`src/rtl/serial_adder_if.sv`:
```
// Request/result bundle for the bit-serial adder. The master drives the operands,
// and the slave returns status and the held result.
interface serial_adder_if #(
    parameter int WIDTH = 8
);
    logic             start;
    logic [WIDTH-1:0] a;
    logic [WIDTH-1:0] b;
    logic             cin;
    logic             busy;
    logic             done;
    logic [WIDTH-1:0] sum;
    logic             cout;

    modport master (output start, a, b, cin, input  busy, done, sum, cout);
    modport slave  (input  start, a, b, cin, output busy, done, sum, cout);
endinterface

```
`src/rtl/serial_adder.sv`:
```
// Bit-serial adder: one bit per clock through two half-adder stages with a registered
// carry. It computes {cout,sum} = a + b + cin in WIDTH cycles.
module serial_adder #(
    parameter int WIDTH = 8
) (
    input  logic          clk,
    input  logic          rst,
    serial_adder_if.slave bus
);
    localparam int CW = $clog2(WIDTH) + 1;

    typedef enum logic [1:0] {IDLE, RUN, DONE} state_t;

    state_t           state;
    logic [WIDTH-1:0] sh_a;
    logic [WIDTH-1:0] sh_b;
    logic [WIDTH-1:0] acc;
    logic             carry;
    logic [CW-1:0]    cnt;
    logic             busy_q;
    logic             done_q;
    logic [WIDTH-1:0] sum_q;
    logic             cout_q;

    logic             p;
    logic             g;
    logic             s;
    logic             carry_nxt;
    logic [WIDTH-1:0] acc_nxt;
    logic             last_bit;

    // One bit step: half adder on the operand bits, a second half adder with the carry.
    always_comb begin
        // NOTE: every always_comb output gets a default first, so no path can infer a latch.
        acc_nxt            = acc >> 1;
        p                  = sh_a[0] ^ sh_b[0];
        g                  = sh_a[0] & sh_b[0];
        s                  = p ^ carry;
        carry_nxt          = g | (p & carry);
        acc_nxt[WIDTH-1]   = s;
        last_bit           = (cnt == CW'(WIDTH - 1));
    end

    // NOTE: sequential state uses non-blocking assignments only, so all registers update together.
    always_ff @(posedge clk) begin
        if (rst) begin
            state  <= IDLE;
            sh_a   <= '0;
            sh_b   <= '0;
            acc    <= '0;
            carry  <= 1'b0;
            cnt    <= '0;
            busy_q <= 1'b0;
            done_q <= 1'b0;
            sum_q  <= '0;
            cout_q <= 1'b0;
        end else begin
            case (state)
                IDLE: begin
                    done_q <= 1'b0;
                    if (bus.start) begin
                        sh_a   <= bus.a;
                        sh_b   <= bus.b;
                        carry  <= bus.cin;
                        cnt    <= '0;
                        busy_q <= 1'b1;
                        state  <= RUN;
                    end
                end
                RUN: begin
                    sh_a  <= sh_a >> 1;
                    sh_b  <= sh_b >> 1;
                    acc   <= acc_nxt;
                    carry <= carry_nxt;
                    cnt   <= cnt + CW'(1);
                    if (last_bit) begin
                        // The result register is the only place sum/cout change outside reset.
                        sum_q  <= acc_nxt;
                        cout_q <= carry_nxt;
                        busy_q <= 1'b0;
                        done_q <= 1'b1;
                        state  <= DONE;
                    end
                end
                DONE: begin
                    done_q <= 1'b0;
                    state  <= IDLE;
                end
                default: begin
                    busy_q <= 1'b0;
                    done_q <= 1'b0;
                    state  <= IDLE;
                end
            endcase
        end
    end

    assign bus.busy = busy_q;
    assign bus.done = done_q;
    assign bus.sum  = sum_q;
    assign bus.cout = cout_q;
endmodule

```
`src/flat_wrapper.sv`:
```
// flat-port wrapper written by rule: the top's interface ports become plain ports
module serial_adder_flat 
#(
    parameter int WIDTH = 8
)
  (clk, rst, bus_start, bus_a, bus_b, bus_cin, bus_busy, bus_done, bus_sum, bus_cout);
  serial_adder_if #(.WIDTH(WIDTH)) bus_i ();
  input  logic clk;
  input  logic rst;
  input wire logic [$bits(bus_i.start)-1:0] bus_start;
  input wire logic [$bits(bus_i.a)-1:0] bus_a;
  input wire logic [$bits(bus_i.b)-1:0] bus_b;
  input wire logic [$bits(bus_i.cin)-1:0] bus_cin;
  output wire logic [$bits(bus_i.busy)-1:0] bus_busy;
  output wire logic [$bits(bus_i.done)-1:0] bus_done;
  output wire logic [$bits(bus_i.sum)-1:0] bus_sum;
  output wire logic [$bits(bus_i.cout)-1:0] bus_cout;
  assign bus_i.start = bus_start;
  assign bus_i.a = bus_a;
  assign bus_i.b = bus_b;
  assign bus_i.cin = bus_cin;
  assign bus_busy = bus_i.busy;
  assign bus_done = bus_i.done;
  assign bus_sum = bus_i.sum;
  assign bus_cout = bus_i.cout;
  serial_adder #(.WIDTH(WIDTH)) u_core (.clk(clk), .rst(rst), .bus(bus_i));
endmodule
```
`config.mk`:
```
export PLATFORM = sky130hd
export DESIGN_NAME = serial_adder_flat
export DESIGN_NICKNAME = d
export VERILOG_FILES = /design/src/rtl/serial_adder_if.sv /design/src/rtl/serial_adder.sv /design/src/flat_wrapper.sv
export SDC_FILE = /design/constraint.sdc
export NUM_CORES = 1
export LEC_CHECK = 0
export BUFFER_PORTS_ARGS = -buffer_cell sky130_fd_sc_hd__buf_2
export CORE_MARGIN = 8
export CORE_UTILIZATION = 59
export CTS_CLUSTER_DIAMETER = 100
export DETAILED_ROUTE_END_ITERATION = 7
export GPL_ROUTABILITY_DRIVEN = 0
export MAX_ROUTING_LAYER = met4
export PLACE_DENSITY = 0.82
export SYNTH_ARGS = -nofsm -noshare
export SYNTH_HDL_FRONTEND = slang
export SYNTH_SLANG_ARGS = --single-unit
```
`constraint.sdc`:
```
create_clock -name clk -period 3.5 [get_ports clk]
set_input_delay 0.175 -clock clk [delete_from_list [all_inputs] [get_ports clk]]
set_output_delay 0.175 -clock clk [all_outputs]
set_load 0.1 [all_outputs]
```
## Word level (Yosys, flattened, before mapping)

Index checks and enable logic that the tools add are counted.

| storage, ports and cells | value |
|---|---|
| input bits | 20 |
| output and inout bits | 11 |
| flip-flop bits (word level) | 42 |

| cells by class | value |
|---|---|
| multiplexer cells | 14 |
| reductions and logical operators | 7 |
| bitwise gates (word level) | 7 |
| equal/unequal tests | 5 |
| $add $sub $neg | 1 |

Operators by type and width:

| cell | count |
|---|---|
| $pmux W8 S2 | 2 |
| $mux W8 | 2 |
| $pmux W4 S2 | 1 |
| $reduce_and A2 Y1 | 3 |
| $add A4 B1 Y4 const B | 1 |
| $eq A4 B3 Y1 const B | 1 |
| $mux W2 | 2 |
| $mux W4 | 1 |
| $pmux W2 S2 | 1 |
| $mux W1 | 3 |
| $pmux W1 S3 | 1 |
| $reduce_and A3 Y1 | 1 |
| $and A1 B1 Y1 | 2 |
| $eq A2 B1 Y1 const B | 1 |
| $eq A2 B2 Y1 const B | 1 |
| $logic_not A2 Y1 | 1 |
| $ne A2 B1 Y1 const B | 1 |
| $ne A2 B2 Y1 const B | 1 |
| $not A1 Y1 | 2 |
| $pmux W1 S2 | 1 |
| $reduce_bool A2 Y1 | 1 |
| $reduce_or A2 Y1 | 1 |
| $xor A1 B1 Y1 | 2 |
| $or A1 B1 Y1 | 1 |

## Logic depth before layout (Yosys ltp)

Gate-level depths: netlist of run 1.

| depth | value |
|---|---|
| depth in word-level cells | 4 |
| gate-level depth with buffers | 6 |
| gate-level depth less buffers | 4 |

## Worst setup path after synthesis of run 1

No wires, ideal clock.

| timing | value |
|---|---|
| kind | reg-to-reg |
| from | register u_core.bus.cout (netlist name) |
| to | register u_core.cout_q, in the netlist u_core.bus.cout |
| data required time | 3.429 ns |
| library setup time | 0.071 ns |
| arrival time | 1.276 ns |
| stages on the path, launching flop included | 3 |
| path slack | 2.153 ns |
| period minus slack after synthesis | 1.347 ns |
| path buffers | 0 |
| path through | dfxtp_1 o21ai_0 a21oi_1 |

RTL lines:

| item | RTL line | source |
|---|---|---|
| end signal: assignment | serial_adder.sv:79 | `cout_q <= carry_nxt;` |
| end: declaration | serial_adder.sv:23 | `logic cout_q;` |

## Final worst setup path of run 1

| timing | value |
|---|---|
| from | register u_core.state[0] |
| to | register u_core.sum_q[5], in the netlist u_core.bus.sum[5] |

| between the ends | value |
|---|---|
| word-level cells in the longest chain between the ends | 2 |

RTL lines:

| item | RTL line | source |
|---|---|---|
| start: declaration | serial_adder.sv:14 | `state_t state;` |
| start signal: assignment | serial_adder.sv:47 | `state <= IDLE;` |
| start signal: assignment | serial_adder.sv:67 | `state <= RUN;` |
| start signal: assignment | serial_adder.sv:82 | `state <= DONE;` |
| $eq A2 B1 Y1 | serial_adder.sv:58 | `case (state)` |
| $reduce_and A2 Y1 (no source line) | -- |  |
| end signal: assignment | serial_adder.sv:78 | `sum_q <= acc_nxt;` |
| end: declaration | serial_adder.sv:22 | `logic [WIDTH-1:0] sum_q;` |

Every way passes these cells.
A chain may end at the register's enable or synchronous reset.

==> results of run 1 <==
## state kept, by name (all words and copies together) (netlist names), 2 cells and up
name	count
u_core.acc	7
u_core.state	2
u_core.sh_a	8
u_core.bus.sum	8
u_core.cnt	4
u_core.sh_b	8
## placed cells by master (no fill, tap or decap), types with 2 or more instances in the layout
master / netlist / final
a21oi_1: 50 / 50
dfxtp_1: 41 / 41
nor2_1: 32 / 32
buf_2: 6 / 30
nand2_1: 18 / 18
inv_1: 16 / 16
o221a_2: 15 / 15
nand3_1: 11 / 11
o21ai_0: 10 / 10
nor2b_1: 5 / 5
clkbuf_4: 0 / 5
nand3b_1: 2 / 2
o22ai_1: 2 / 2
nor3_1: 2 / 2
o21bai_1: 2 / 2
clkinv_2: 0 / 2
buf_4: 1 / 2
## tightest hold or removal path: cells and delay by family
family                 cells  cell delay [ns]
buffers and inverters      1             0.07
AOI/OAI and AO/OA          2             0.17
## final cells by class
class | count | area share (%)
Clock buffer | 6 | 2.010
Clock inverter | 2 | 0.4872
Inverter | 16 | 2.923
Multi-Input combinational cell | 160 | 43.91
Sequential cell | 41 | 39.95
Tap cell | 44 | 2.680
Timing Repair Buffer | 32 | 8.039
## report_power, final
group / internal, mW / switching (mW)
Sequential: 0.488 / 0.0220
Clock: 0.0766 / 0.147
Combinational: 0.0469 / 0.0617
## logic make-up after synthesis
logic type | share of synthesized area [%]
mux | 0.5291
buf+inv | 8.929
simple gates | 18.06
fa+ha+maj | 1.720
flops | 43.39
compound gates | 27.38
## metal layers
metal | up-vias | share of wire, % | GRT usage [%]
met5 | - | 0 | -
met4 | 0 | 1.5 | 6.222
met1 | 735 | 50 | 18.39
met3 | 5 | 4.4 | 4.533
li1 | 858 | - | -
met2 | 35 | 44 | 23.56
## how the worst max path moves through the flow
| stage | depth (start not counted) | end | slack [ns] |
|---|---|---|---|
| 6_report | 4 | u_core.bus.sum[5]$_SDFFE_PP0P_ | 1.61 |
| 3_5_place_dp | 4 | u_core.bus.sum[5]$_SDFFE_PP0P_ | 1.63 |
| 2_1_floorplan | 2 | u_core.bus.cout$_SDFFE_PP0P_ | 2.15 |
| 3_3_place_gp | 3 | u_core.cnt[3]$_SDFFE_PP0P_ | 1.67 |
| 5_1_grt | 4 | u_core.bus.sum[4]$_SDFFE_PP0P_ | 1.43 |
| 4_1_cts | 3 | u_core.cnt[3]$_SDFFE_PP0P_ | 1.61 |
## through the flow
step / area (µm²) / utilization, % / setup slack (ns)
4_1_cts: 2054 / 67.30 / 1.612
3_3_place_gp: 2003 / 65.61 / 1.672
3_5_place_dp: 2003 / 65.61 / 1.629
6_report: 2054 / 67.30 / 1.614
5_1_grt: 2054 / 67.30 / 1.435
2_1_floorplan: 1892 / - / 2.153
==> results.cfg, run 1 <==
[routing]
antenna_left = 0
first_pass_iters = 4
drtIter0Drc = 176
routed_wl_um = 3777
num_vias = 1633
wl_per_cell_um = 12.55
via_per_inst = 5.425
drc_errors = 0

[die]
core_um2 = 3053
dieArea_um2 = 5274
fp-row-count = 20
die_h_um = 72.63
ioPinCount = 31
initial_core_util_pct = 61.97
die-width_um = 72.63

[final_layout]
fill_cells = 282
area_delta_synth_final_pct = 8.598
drive_above_1_share_pct = 21.79
multiInputGateArea_um2 = 902.1
nets = 278
diodes = 0
regArea_um2 = 820.8
fin_cells = 301

[timing]
finalSetupViolCount = 0
drv_slew = 0
rsz0062_at_grt = no
timing.fmax_mhz = 530.2
fin_worst_skew_ns = 0.01004
post-route-min-period_ns = 1.886
whs_ns = 0.1111
tightest_slew_ns = 0.7882
period_share_pct = 53.89
maxSlewHeadroom_pct = 47.38
tns_ns = 0
hold_viol = 0

[clock_tree]
ctsResizeCount = 0
cts-root-buf = clkbuf_4
clkSlewWorstSetupHoldPaths_ns = 0.12
post_cts_buffers = 0
cts_buffer_depth = 2
cts_inserted_buffers = 5
tritoncts = yes
htreeDepth = 2
cts_hold_buf = 0
clk_latency_ns = 0.35
cts.sinks = 41

[logic_synthesis]
ys_warn_count = 0
synth.area.top_cells = dfxtp_1 (43%), a21oi_1 (13%), o221a_2 (8.9%)
ys.flop_type = dfxtp_1
yosysMostFrequentCell = a21oi_1
syn-cell-area_um2 = 1892
synth-edff-count = 0
synth_top_cell_by_area = dfxtp_1
netlist_top_cells_count = a21oi_1 (50), dfxtp_1 (41), nor2_1 (32), nand2_1 (18), inv_1 (16)
syn_nets = 261
synth_cell_type_count = 28
yosysTopAreaCellShare_pct = 43.39
synthArstFlopShare_pct = 0
seq_area_frac_synth_pct = 43.39
ys_ff_latch = 41
syn_inst = 239
synth_area_per_cell_um2 = 7.916

[pwr]
irDropWorstVdd_uv = 261.5
leakage_nw = 0.8427
powerDensity_nw_per_um2 = 409.8
report.power.total_mw = 0.8420

[placed_design]
io_buffers = 30
dpl.cell_count = 293
dp_hpwl_um = 2457

[worst_setup_path]
r2r_end = u_core.bus.sum[5]$_SDFFE_PP0P_
critPathMaxFanout = 23
worstSetupStartpoint = u_core.state[0]$_SDFFE_PP0P_
path_class = flop to flop
worstPathBufferInverterCount = 1
start_kind = flop
cp_cell_sequence = nor2b_1 > buf_4 > nand3_1 > a21oi_1
required_ns = 3.79
critPathTopFamily = flip-flops
max_stage_delay_ns = 0.85
critPathCaptureType = flop
r2r-start = u_core.state[0]$_SDFFE_PP0P_
rrSetupSlack_ns = 1.61
crit_path_top_delay_cell = dfxtp_1
reg2reg_depth = 4
crit_arrival_ns = 2.17

[global_routing]
grt_pass1_wl_um = 6458
overflow = 0
grt_pass1_vias = 1472
grt_max_degree = 43
grt_antenna_before_repair = 0
grt_usage_pct = 15.35

[worst_hold_path]
min_path_cells = 3
min_to = u_core.sh_b[7]$_SDFFE_PP0P_
min_from = bus_b[7]
min_path_type = input pin to flop

[run]
maxCapViolCount = 0

[run_status]
status = completed
Note: power is estimated with default switching activity, not from simulation.
==> run 2: changes to the inputs <==
--- a/config.mk
+++ b/config.mk
@@ -7,12 +7,12 @@
 export LEC_CHECK = 0
 export BUFFER_PORTS_ARGS = -buffer_cell sky130_fd_sc_hd__buf_2
 export CORE_MARGIN = 8
-export CORE_UTILIZATION = 59
+export CORE_UTILIZATION = 50
 export CTS_CLUSTER_DIAMETER = 100
 export DETAILED_ROUTE_END_ITERATION = 7
 export GPL_ROUTABILITY_DRIVEN = 0
 export MAX_ROUTING_LAYER = met4
-export PLACE_DENSITY = 0.82
+export PLACE_DENSITY = 0.74
 export SYNTH_ARGS = -nofsm -noshare
 export SYNTH_HDL_FRONTEND = slang
 export SYNTH_SLANG_ARGS = --single-unit
==> constraint.sdc (replaced) <==
create_clock -name clk -period 1.6 [get_ports clk]
set_input_delay 0.08 -clock clk [delete_from_list [all_inputs] [get_ports clk]]
set_output_delay 0.08 -clock clk [all_outputs]
set_load 0.1 [all_outputs]
==> results.cfg, run 2 (synthesis gave the netlist of run 1 again) <==
[final_layout]
nets = 286
area_delta_synth_final_pct = 15.41
fill_cells = 344
final_cell_mix = a21oi_1 (50), dfxtp_1 (41), nor2_1 (32), buf_2 (30), nand2_1 (18)
diodes = 0
drive_above_1_share_pct = 24.53
multiInputGateArea_um2 = 902.1
fin_cells = 313
final_common_cell = a21oi_1
regArea_um2 = 820.8

[pwr]
leakage_nw = 0.9050
p_clk_share_pct = 38.0
swShare_pct = 25.25
power_switching_mw = 0.5564
seqPwrFrac_pct = 50.3
powerDensity_nw_per_um2 = 1009
p_int_mw = 1.648
report.power.total_mw = 2.204
power_frac_comb_pct = 11.7
irDropWorstVdd_uv = 724.8

[placed_design]
dpl.cell_count = 305
preCtsSetupSlack_ns = 0.2573
dp_hpwl_um = 2746
io_buffers = 30

[die]
initial_core_util_pct = 51.67
dieArea_um2 = 6008
fp-row-count = 22
core_um2 = 3661
die_h_um = 77.51
ioPinCount = 31
die-width_um = 77.51

[timing]
tightest_slew_ns = 0.4862
post-route-min-period_ns = 1.343
drv_slew = 0
hold_viol = 0
rsz0062_at_grt = no
finalSetupViolCount = 0
fin_worst_skew_ns = 0.007469
worst_slack_ns = 0.2568
period_share_pct = 83.95
timing.fmax_mhz = 744.5
whs_ns = 0.06621
tns_ns = 0
maxSlewHeadroom_pct = 67.81

[global_routing]
grt_pass1_vias = 1605
grt_antenna_before_repair = 0
overflow = 0
grt_usage_pct = 14.79
grt_pass1_wl_um = 7245
grt_max_degree = 24

[clock_tree]
cts-root-buf = clkbuf_8
ctsResizeCount = 0
cts_hold_buf = 0
cts_inserted_buffers = 5
tritoncts = yes
clkSlewWorstSetupHoldPaths_ns = 0.08
htreeDepth = 2
cts_buffer_depth = 2
clk_latency_ns = 0.30
post_cts_buffers = 0
cts.sinks = 41

[worst_setup_path]
critPathCaptureType = flop
crit_arrival_ns = 1.53
path_class = flop to flop
start_kind = flop
critPathMaxFanout = 11
required_ns = 1.79

[routing]
antenna_left = 0
drtIter0Drc = 117
via_per_inst = 5.275
wl_per_cell_um = 12.78
drc_errors = 0
routed_wl_um = 4000
num_vias = 1651
first_pass_iters = 4

[worst_hold_path]
min_path_type = input pin to flop

[run]
maxCapViolCount = 0

[run_status]
status = completed
==> run 2: cell type report <==
class,count,share of cell area (%)
clock inverter,3,2.120
inverter,16,2.751
sequential,41,37.59
multi-input combinational,160,41.32
tap,48,2.751
clock buffer,5,3.152
timing repair buffer,40,10.32
==> run 2: stage by stage <==
stage	utilization, %	cell area [µm²]
final	59.64	2183
after global routing	59.64	2183
after CTS	59.64	2183
after detailed placement	56.49	2068
after global placement	56.49	2068
after floorplan	-	1892
==> run 2: metal layers <==
metal / vias to the layer above / wire, µm / GRT usage [%]
met1: 745 / 1961 / 17.74
met2: 29 / 1792 / 22.33
li1: 871 / - / -
met4: 0 / 55 / 4.717
met3: 6 / 192 / 5.645
met5: - / 0 / -
==> run 2: worst max-delay path, stage by stage (launching register included) <==
cell,delay (ns)
dfxtp_1,0.37
ha_1,0.21
nand3b_1,0.29
o21ai_0,0.26
a21oi_1,0.09
==> run 2: path summary, 6_finish.rpt <==
kind | start | to | slack (ns) | cells past startpoint
hold / removal | bus_b[7] | u_core.sh_b[7]$_SDFFE_PP0P_ | 0.07 | 3
setup reg to reg | u_core.cnt[0]$_SDFFE_PP0P_ | u_core.bus.sum[7]$_SDFFE_PP0P_ | 0.26 | 4
setup / recovery | u_core.cnt[0]$_SDFFE_PP0P_ | u_core.bus.sum[7]$_SDFFE_PP0P_ | 0.26 | 4
hold reg to reg | u_core.bus.sum[1]$_SDFFE_PP0P_ | u_core.bus.sum[1]$_SDFFE_PP0P_ | 0.48 | 2
==> run 2: power groups by stage <==
stage,registers [mW],clock network (mW),logic (mW)
after global routing,1.11,0.907,0.295
after detailed placement,1.13,0,0.259
final,1.11,0.838,0.258
after CTS,1.11,0.852,0.261
after floorplan,1.14,0,0.184
after global placement,1.13,0,0.256
==> run 3: changes to the inputs <==
--- a/config.mk
+++ b/config.mk
@@ -7,12 +7,12 @@
 export LEC_CHECK = 0
 export BUFFER_PORTS_ARGS = -buffer_cell sky130_fd_sc_hd__buf_2
 export CORE_MARGIN = 8
-export CORE_UTILIZATION = 50
+export CORE_UTILIZATION = 55
 export CTS_CLUSTER_DIAMETER = 100
 export DETAILED_ROUTE_END_ITERATION = 7
 export GPL_ROUTABILITY_DRIVEN = 0
 export MAX_ROUTING_LAYER = met4
-export PLACE_DENSITY = 0.74
+export PLACE_DENSITY = 0.77
 export SYNTH_ARGS = -nofsm -noshare
 export SYNTH_HDL_FRONTEND = slang
 export SYNTH_SLANG_ARGS = --single-unit
==> constraint.sdc (replaced) <==
create_clock -name clk -period 1.25 [get_ports clk]
set_input_delay 0.0625 -clock clk [delete_from_list [all_inputs] [get_ports clk]]
set_output_delay 0.0625 -clock clk [all_outputs]
set_load 0.1 [all_outputs]
==> results.cfg, run 3 (synthesis gave the netlist of run 1 again) <==
[clock_tree]
clkSlewWorstSetupHoldPaths_ns = 0.12
post_cts_buffers = 0
tritoncts = yes
cts.sinks = 41
cts_inserted_buffers = 5
cts-root-buf = clkbuf_4
htreeDepth = 2
cts_buffer_depth = 2
clk_latency_ns = 0.36

[final_layout]
final_cell_mix = a21oi_1 (50), nor2_1 (32), buf_2 (27), dfxtp_1 (26)
diodes = 0
area_delta_synth_final_pct = 21.56
final_util_pct = 69.46
nets = 298
drive_above_1_share_pct = 33.21
final_common_cell = a21oi_1

[worst_hold_path]
min_from = bus_start
min_path_type = input pin to flop

[global_routing]
grt_max_degree = 23
grt_pass1_vias = 1587
grt_antenna_before_repair = 0
grt_pass1_wl_um = 6934
overflow = 0
grt_usage_pct = 16.32

[routing]
routed_wl_um = 4144
highest_layer = met4
dr_wl_met3_um = 223
drtIter0Drc = 195
first_pass_iters = 4
wl_per_cell_um = 12.83
drc_errors = 0
wl_met1_um = 1903
met2_length_um = 1962
num_vias = 1733
antenna_left = 0
via_per_inst = 5.365

[timing]
hold_viol = 0
fin_worst_skew_ns = 0.01246
tns_ns = 0
timing.fmax_mhz = 821.7
tightest_slew_ns = 0.4881
drv_slew = 0
maxSlewHeadroom_pct = 67.68
whs_ns = 0.1263
period_share_pct = 97.36
rsz0062_at_grt = yes
finalSetupViolCount = 0
post-route-min-period_ns = 1.217

[worst_setup_path]
critPathCaptureType = flop
path_class = flop to flop
r2r-start = u_core.carry$_SDFFE_PP0P_
cp_cell_sequence = fa_1 > o221a_2
worstSetupStartpoint = u_core.carry$_SDFFE_PP0P_
required_ns = 1.51
critPathMaxFanout = 3
start_kind = flop
max_stage_delay_ns = 0.46
critPathTopFamily = adder cells
crit_arrival_ns = 1.48
crit_path_top_delay_cell = fa_1
worstPathBufferInverterCount = 0

[die]
dieArea_um2 = 5573
core_um2 = 3311
die_h_um = 74.65
fp-row-count = 21
die-width_um = 74.65
initial_core_util_pct = 57.14
ioPinCount = 31

[placed_design]
dp_hpwl_um = 2827
io_buffers = 30

[pwr]
irDropWorstVdd_uv = 943.1
leakage_nw = 0.9599
powerDensity_nw_per_um2 = 1164

[run_status]
status = completed

[run]
maxCapViolCount = 0
-- run 3: cell count changes in the layout (fill, tap and decap cells not counted), moves of 3 or more --
cell / change
dfxtp_1: -15
buf_2: -3
dfxtp_2: +15
clkbuf_8: -5
clkbuf_4: +8
buf_4: +8
-- run 3: final timing paths --
check / endpoint / slack, ns / depth (start not counted)
setup / recovery: u_core.carry$_SDFFE_PP0P_ / 0.03 / 2
hold / removal: u_core.sh_a[7]$_SDFFE_PP0P_ / 0.13 / 4
setup reg to reg: u_core.carry$_SDFFE_PP0P_ / 0.03 / 2
hold reg to reg: u_core.bus.sum[0]$_SDFFE_PP0P_ / 0.47 / 2
-- run 3: worst register-to-register path: stages (launching register included) --
cell and delay [ns]:
dfxtp_2 0.36, fa_1 0.46, o221a_2 0.30
-- run 3: final cells by class --
cell class	instances	area (µm²)
inverters	16	60.06
clock buffers	5	37.54
clock inverters	3	46.29
fillers	293	1011
well taps	46	57.56
flip-flops and latches	41	839.6
repair buffers	52	352.8
multi-input cells	160	905.9
-- run 3: metal layers --
layer | GRT usage [%] | vias to the layer above
met5 | - | -
met3 | 4.927 | 8
li1 | - | 898
met2 | 25.65 | 37
met4 | 5.870 | 0
met1 | 19.25 | 790
-- run 3: power breakdown --
| group | internal, mW | total [mW] | switching, mW |
|---|---|---|---|
| clock | 0.423 | 0.878 | 0.455 |
| combinational | 0.180 | 0.378 | 0.198 |
| sequential | 1.37 | 1.42 | 0.0521 |
| total | 1.97 | 2.68 | 0.705 |
-- run 3: metrics by stage --
stage / std cells / total power [mW] / cell area [µm²] / setup slack [ns]
6_report: 323 / 2.678 / 2300 / 0.03295
3_5_place_dp: 313 / 1.819 / 2178 / -0.01878
4_1_cts: 323 / 2.694 / 2285 / 0.02376
5_1_grt: 323 / 2.816 / 2300 / -0.001301
3_3_place_gp: 313 / 1.812 / 2178 / 0.02291
2_1_floorplan: 239 / 1.692 / 1904 / 0.01258
-- run 3: what timing repair did --
action,in CTS,in global routing
setup endpoints to repair,10,18
cloned,0,0
gates resized for setup,2,10
hold buffers,2,0
hold endpoints to repair,2,0
